<file path="config.mk">
export PLATFORM = sky130hd
export DESIGN_NAME = tagged_scrub_array
export DESIGN_NICKNAME = d
export VERILOG_FILES = /design/src/rtl/tagged_scrub_array.sv
export SDC_FILE = /design/constraint.sdc
export NUM_CORES = 1
export LEC_CHECK = 0
export BUFFER_PORTS_ARGS = -buffer_cell sky130_fd_sc_hd__clkbuf_2
export CAP_MARGIN = 20
export CORE_AREA = 2 2 115 144
export DETAILED_ROUTE_END_ITERATION = 8
export DIE_AREA = 0 0 117 146
export GPL_TIMING_DRIVEN = 0
export PLACE_DENSITY = 0.5
export SETUP_SLACK_MARGIN = 0.15
export SLEW_MARGIN = 15
export SYNTH_ARGS = -nofsm -noshare
export SYNTH_HDL_FRONTEND = slang
export SYNTH_SLANG_ARGS = --single-unit
</file>
<file path="constraint.sdc">
create_clock -name clk -period 3.6 [get_ports clk]
set_input_delay 0.9 -clock clk [delete_from_list [all_inputs] [get_ports clk]]
set_output_delay 0.9 -clock clk [all_outputs]
set_load 0.005 [all_outputs]
</file>
<file path="src/rtl/tagged_scrub_array.sv">
// Tagged storage array with a background scrub that zeroes every high-tagged entry.
// Optional build macro: TAGGED_SCRUB_READ_MASK_EN (masks high entries from low-cleared readers).
module tagged_scrub_array #(
    parameter int WIDTH = 3,
    parameter int DEPTH = 16,
    localparam int AW = $clog2(DEPTH)
) (
    input  logic             clk,
    input  logic             rst_n,
    input  logic             wr_en,
    input  logic [AW-1:0]    wr_idx,
    input  logic [WIDTH-1:0] wr_data,
    input  logic             wr_tag,
    output logic             wr_ready,
    input  logic             rd_en,
    input  logic [AW-1:0]    rd_idx,
    input  logic             rd_priv,
    output logic             rd_valid,
    output logic [WIDTH-1:0] rd_data,
    output logic             rd_tag,
    output logic             rd_denied,
    input  logic             scrub_req,
    output logic             scrub_busy,
    output logic             scrub_done,
    output logic [AW:0]      hi_count
);

    // state    | meaning
    // ST_IDLE  | accepting writes, waiting for scrub_req
    // ST_SCRUB | visiting entry ptr each cycle, clearing it if high
    // ST_DONE  | one-cycle completion pulse, then back to idle
    typedef enum logic [1:0] {ST_IDLE, ST_SCRUB, ST_DONE} state_t;

    state_t state, state_nxt;

    logic [WIDTH-1:0] mem [DEPTH];
    logic [DEPTH-1:0] tag;
    logic [AW-1:0]    ptr;

    logic wr_acc;
    logic scrub_start;
    logic scrub_hit;
    logic scrub_last;
    logic cnt_inc;
    logic cnt_dec;

    assign wr_acc      = wr_en & wr_ready;
    assign scrub_start = (state == ST_IDLE) & scrub_req;
    assign scrub_hit   = (state == ST_SCRUB) & tag[ptr];
    assign scrub_last  = (ptr == AW'(DEPTH - 1));

    // Writes and scrub visits never share a cycle, so at most one tag changes per edge.
    assign cnt_inc = wr_acc & ~tag[wr_idx] & wr_tag;
    assign cnt_dec = (wr_acc & tag[wr_idx] & ~wr_tag) | scrub_hit;

    always_ff @(posedge clk or negedge rst_n) begin
        if (!rst_n) begin
            state <= ST_IDLE;
        end else begin
            state <= state_nxt;
        end
    end

    always_comb begin
        state_nxt = state;
        case (state)
            ST_IDLE:  if (scrub_req) state_nxt = ST_SCRUB;
            ST_SCRUB: if (scrub_last) state_nxt = ST_DONE;
            ST_DONE:  state_nxt = ST_IDLE;
            default:  state_nxt = ST_IDLE;
        endcase
    end

    always_comb begin
        wr_ready   = 1'b0;
        scrub_busy = 1'b0;
        scrub_done = 1'b0;
        case (state)
            ST_IDLE:  wr_ready = 1'b1;
            ST_SCRUB: scrub_busy = 1'b1;
            ST_DONE: begin
                scrub_busy = 1'b1;
                scrub_done = 1'b1;
            end
            default:  wr_ready = 1'b0;
        endcase
    end

    always_ff @(posedge clk or negedge rst_n) begin
        if (!rst_n) begin
            ptr <= '0;
        end else if (scrub_start) begin
            ptr <= '0;
        end else if (state == ST_SCRUB) begin
            ptr <= ptr + AW'(1);
        end
    end

    always_ff @(posedge clk or negedge rst_n) begin
        if (!rst_n) begin
            for (int i = 0; i < DEPTH; i++) begin
                mem[i] <= '0;
            end
            tag <= '0;
        end else if (wr_acc) begin
            mem[wr_idx] <= wr_data;
            tag[wr_idx] <= wr_tag;
        end else if (scrub_hit) begin
            mem[ptr] <= '0;
            tag[ptr] <= 1'b0;
        end
    end

    always_ff @(posedge clk or negedge rst_n) begin
        if (!rst_n) begin
            hi_count <= '0;
        end else if (cnt_inc) begin
            hi_count <= hi_count + (AW + 1)'(1);
        end else if (cnt_dec) begin
            hi_count <= hi_count - (AW + 1)'(1);
        end
    end

    // Read port samples the array before this edge's write, giving read-before-write.
`ifdef TAGGED_SCRUB_READ_MASK_EN
    logic deny;
    assign deny = tag[rd_idx] & ~rd_priv;

    always_ff @(posedge clk or negedge rst_n) begin
        if (!rst_n) begin
            rd_valid  <= 1'b0;
            rd_data   <= '0;
            rd_tag    <= 1'b0;
            rd_denied <= 1'b0;
        end else if (rd_en) begin
            rd_valid  <= 1'b1;
            rd_data   <= deny ? '0 : mem[rd_idx];
            rd_tag    <= tag[rd_idx];
            rd_denied <= deny;
        end else begin
            rd_valid  <= 1'b0;
        end
    end
`else
    logic unused_rd_priv;
    assign unused_rd_priv = rd_priv;
    assign rd_denied      = 1'b0;

    always_ff @(posedge clk or negedge rst_n) begin
        if (!rst_n) begin
            rd_valid <= 1'b0;
            rd_data  <= '0;
            rd_tag   <= 1'b0;
        end else if (rd_en) begin
            rd_valid <= 1'b1;
            rd_data  <= mem[rd_idx];
            rd_tag   <= tag[rd_idx];
        end else begin
            rd_valid <= 1'b0;
        end
    end
`endif

endmodule

</file>
# [After elaboration in Yosys (flattened, before gate mapping)]
# Cells that the tools add are included.
[classes] n_addsub=3 mul=0 div=0 order_cmp=10 eq_ne=5 n_shift=0 mux=34 bitwise_logic=17 reduce_logical=10
[op_table] cell="$mux 48" n=2
[op_table] cell="$and 48x48->48" n=1
[op_table] cell="$bwmux 48" n=1
[op_table] cell="$not 48->48" n=1
[op_table] cell="$mux 16" n=2
[op_table] cell="$demux 3 s4" n=2
[op_table] cell="$and 16x16->16" n=1
[op_table] cell="$bwmux 16" n=1
[op_table] cell="$not 16->16" n=1
[op_table] cell="$ge 5x5->1 const B" n=3
[op_table] cell="$lt 4x5->1 const B" n=3
[op_table] cell="$not 4->5" n=3
[op_table] cell="$bmux 1 s4" n=3
[op_table] cell="$bmux 3 s4" n=1
[op_table] cell="$mux 3" n=4
[op_table] cell="$lt 5x1->1 const B" n=2
[op_table] cell="$mux 5" n=2
[op_table] cell="$mux 1" n=9
[op_table] cell="$demux 1 s4" n=2
[op_table] cell="$ge 4x1->1 const B" n=2
[op_table] cell="$mux 4" n=2
[op_table] cell="$and 1x1->1" n=7
[op_table] cell="$reduce_bool 2->1" n=3
[op_table] cell="$add 5x1->5 const B" n=1
[op_table] cell="14 further kinds" n=20
[word_totals] reg_bits=80 latchBits=0 mem_bits_rw=0 mem_bits_ro=0 mem_count=0

# [Depth between registers and ports, before layout]
[logic_depth] depth_word=9 ltp_mapped=15 mapped_depth_nobuf=14

# [Worst setup path before layout]
# OpenSTA, ideal clock, no wires.
[synth_timing] path_kind="input port to flip-flop" start="input port wr_idx[1]" end="register hi_count[4]" setup_time_ns=0.123 arrival_time_ns=2.969 t_required_ns=3.477 path_slack_ns=0.509 path_stages=13 n_path_buf=1 cell_sequence="clkbuf_1 -> nor2b_1 -> a22oi_1 -> a311oi_1 -> or2_2 -> inv_1 -> ha_1 -> nor2b_1 -> o21ai_0 -> nand2b_1 -> nor3_1 -> a21oi_1 -> xnor2_1"
[synth_between] elab_chain_cells=6
[synth_lines] element="start, declared" line_no="11" text="input logic [AW-1:0] wr_idx,"
[synth_lines] element="$bmux 1 s4 *" line_no="53, 54"
[synth_lines] element="$mux 1 (implied by the code) *" line_no="53, 54"
[synth_lines] element="$and 1x1->1 / $not 1->1 (equally long branches)" line_no="54, 53"
[synth_lines] element="$and 1x1->1 (on tied branches)" line_no="54, 53"
[synth_lines] element="$or 1x1->1 / $and 1x1->1 (equally long branches)" line_no="54, 53"
[synth_lines] element="$reduce_bool 2->1 (no line) / $mux 5 (equally long branches)"
[synth_lines] element="end signal, assigned" line_no="118" text="hi_count <= hi_count + (AW + 1)'(1);"
[synth_lines] element="end signal, assigned" line_no="120" text="hi_count <= hi_count - (AW + 1)'(1);"
[synth_lines] element="end, declared" line_no="25" text="output logic [AW:0] hi_count"
# Every way passes the cells marked *; elsewhere a longest branch is shown, timed or not. The select of a mux whose other input is x is not followed.
# A chain may end at the register's enable or synchronous reset.

# [Final worst setup path]
[layout_timing] start="input port wr_idx[3]" end="register hi_count[4]"
# The elaborated chain is that of the path after synthesis.

==> out/metrics.csv <==
metric,value,unit
synth_edf_count,0,
ys_async_sr_fraction,1.00,
grt_overflow,0,
cp_slowest_cell,clkbuf_1,
fmax,0.313,GHz
p_leak,0.00227,µW
wl_per_cell,19.3,µm
end_kind,register,
drc,0,
hp-start,hi_count[4]$_DFFE_PN0P_,
finalCritPeriodShare,0.887,
path_cells,clkbuf_2 -> clkbuf_1 -> nor2_1 -> a22oi_1 -> a31oi_1 -> or2_2 -> inv_1 -> ha_1 -> nor2b_1 -> o21ai_0 -> nand2b_1 -> nor3_1 -> a21oi_1 -> xnor2_1,
die_h,146,µm
cts_tree,built,
first_global_vias,3289,
yosysUniqueCellTypes,42,
clk_pin_slew_worst_paths,0.06,ns
syn_area_per_cell,11.8,µm²
syn-instance-count,365,
drive_gt1_frac,0.222,
clockBufferDepth,2,
crit_fanout,10,
r2r-start,state[0]$_DFFE_PN0P_,
worstHoldPathType,reg -> reg,
maxCapViolations,0,
vias,3186,
yosysSeqAreaShare,0.464,
dp_hpwl,8.80,mm
cellPowerDensity,752,nW/µm²
ctsHoldBuffers,0,
fin_cells,617,
ios,32,
drt_first_pass_iters,4,
hold_violations,0,
portBuffers,23,
cp_num_buf_inv,3,
cp.required,3.82,ns
crit_arrival,3.42,ns
path_delay_family,simple AND/OR/NAND/NOR gates,
antenna_found_initial,0,
clock_skew,0.00950,ns
grt_max_degree,44,
syn_nets,396,
synth_seq_cells,80,
die_width,117,µm
final_cell_mix,"dfrtp_1, a22o_1, nand2_1, clkbuf_2, mux4_2",
dp_cells,601,
grt_setup_unrepaired,false,
worst_slew_pin_slew,0.783,ns
nFillCells,1565,
yosys_most_used_dff,dfrtp_1,
routed_wl,11.9,mm
dieArea,17100,µm²
critPathLaunchType,primary input,
first_iter_violations,242,
h-tree-depth,3,
drv_slew,0,
min_period,3.19,ns
ys_warn_count,0,
routabilityCongestion,0.854,
start_util,0.276,
ir_drop,0.285,mV
num_antenna_cells,0,
ant_nets,0,
setup_tns,0,ns
critical_path.startpoint,wr_idx[3],
cts_buffers,9,
core-area,15600,µm²
row_count,51,
final_common_cell,dfrtp_1,
grt_first_pass_wirelength,19.1,mm
syn_area,4320,µm²
vias_per_cell,5.16,
clkLatencyLatePin,0.34,ns
nets,431,
synthToLayoutAreaGrowth,16.1,%
status,"complete, no violations",
grt_usage,0.147,
setup_viol,0,
clock-sinks,80,
root_buffer,clkbuf_16,
slowest_delay,0.39,ns
path_class,in -> reg,
maxSlewHeadroom,0.478,
==> final timing paths <==
| check | end | slack (ns) | cells after the start |
|---|---|---|---|
| max in group asynchronous | mem[5]$_DFFE_PN0P_ | 2.36 | 2 |
| min in group asynchronous | mem[35]$_DFFE_PN0P_ | 0.59 | 1 |
| setup / recovery | hi_count[4]$_DFFE_PN0P_ | 0.41 | 14 |
| hold reg to reg | hi_count[4]$_DFFE_PN0P_ | 0.48 | 1 |
| hold / removal | hi_count[4]$_DFFE_PN0P_ | 0.48 | 1 |
| setup reg to reg | hi_count[4]$_DFFE_PN0P_ | 0.56 | 15 |
==> report_power, final <==
part           internal, µW  switching (µW)  leakage [µW]
sequential             1240             271       0.00105
combinational           713             675       0.00109
clock                   473             391      0.000132
==> cell type report <==
class / instances / area (µm²) / share of cell area
inverters: 7 / 26.3 / 0.00525
flip-flops and latches: 80 / 2000 / 0.400
clock buffers: 9 / 225 / 0.0450
well taps: 212 / 265 / 0.0530
repair buffers: 24 / 138 / 0.0275
plain buffers: 24 / 108 / 0.0215
multi-input cells: 254 / 2190 / 0.437
clock inverters: 7 / 55.1 / 0.0110
==> through the flow <==
stage | setup WS (ns) | util | total power [µW] | instance area (µm²) | hold slack (ns)
final | 0.408 | 0.320 | 3770 | 5010 | 0.477
after global routing | 0.150 | 0.320 | 4010 | 5010 | 0.503
after CTS | 0.265 | 0.320 | 3790 | 5000 | 0.480
after detailed placement | 0.0961 | 0.302 | 2910 | 4720 | 0.468
after global placement | 0.107 | 0.300 | 2870 | 4700 | 0.460
after floorplan | 0.509 | - | 2460 | 4320 | 0.461
==> sequential cells by signal (all words and copies together) (netlist names) <==
signal	cells
state	2
hi_count	5
rd_valid	1
rd_tag	1
ptr	4
mem	48
tag	16
rd_data	3
==> timing repair <==
item | CTS | global route
setup endpoints to repair | 0 | 2
hold endpoints to repair | 0 | 0
buffers inserted | 0 | 0
gates resized for setup | 0 | 4
==> synthesized netlist by cell type, types with 2 or more instances <==
library cell | count | area [µm²]
and2_1 | 2 | 12.5
o22ai_2 | 3 | 37.5
dfrtp_1 | 80 | 2000
mux2_2 | 6 | 67.6
buf_2 | 4 | 20.0
a22oi_1 | 2 | 15.0
o21a_1 | 2 | 15.0
or2_1 | 2 | 12.5
nor2_1 | 17 | 63.8
o21ai_2 | 7 | 61.3
a22o_1 | 64 | 561
mux4_2 | 22 | 495
or3_1 | 2 | 12.5
nand2_1 | 37 | 139
and3_1 | 3 | 18.8
ha_1 | 12 | 150
xnor2_1 | 4 | 35.0
nand3_1 | 8 | 40.0
a21oi_1 | 8 | 40.0
nor3_1 | 5 | 25.0
mux2i_1 | 14 | 140
xor2_1 | 3 | 26.3
inv_1 | 7 | 26.3
nor2b_1 | 7 | 43.8
o21ai_1 | 6 | 30.0
nand2b_1 | 4 | 25.0
o21ai_0 | 3 | 15.0
buf_1 | 3 | 11.3
clkbuf_1 | 15 | 56.3
==> cell families after synthesis <==
logic type | Yosys count | synth area share
XOR/XNOR | 7 | 0.0142
flip-flops | 80 | 0.464
multiplexers | 42 | 0.163
buffers and inverters | 31 | 0.0307
AO/OA/AOI/OAI | 100 | 0.191
other | 1 | 0.000869
adder cells (fa/ha/maj) | 13 | 0.0394
AND/OR/NAND/NOR | 91 | 0.0971
==> metal layers <==
layer | vias up | global-route usage | part of all wire
met5 | - | 0 | 0
met3 | 16 | 0.0267 | 0.041
met1 | 1641 | 0.194 | 0.43
met2 | 74 | 0.240 | 0.51
met4 | 0 | 0.0512 | 0.019
li1 | 1455 | - | -
Note: power is estimated with default switching activity, not from simulation.
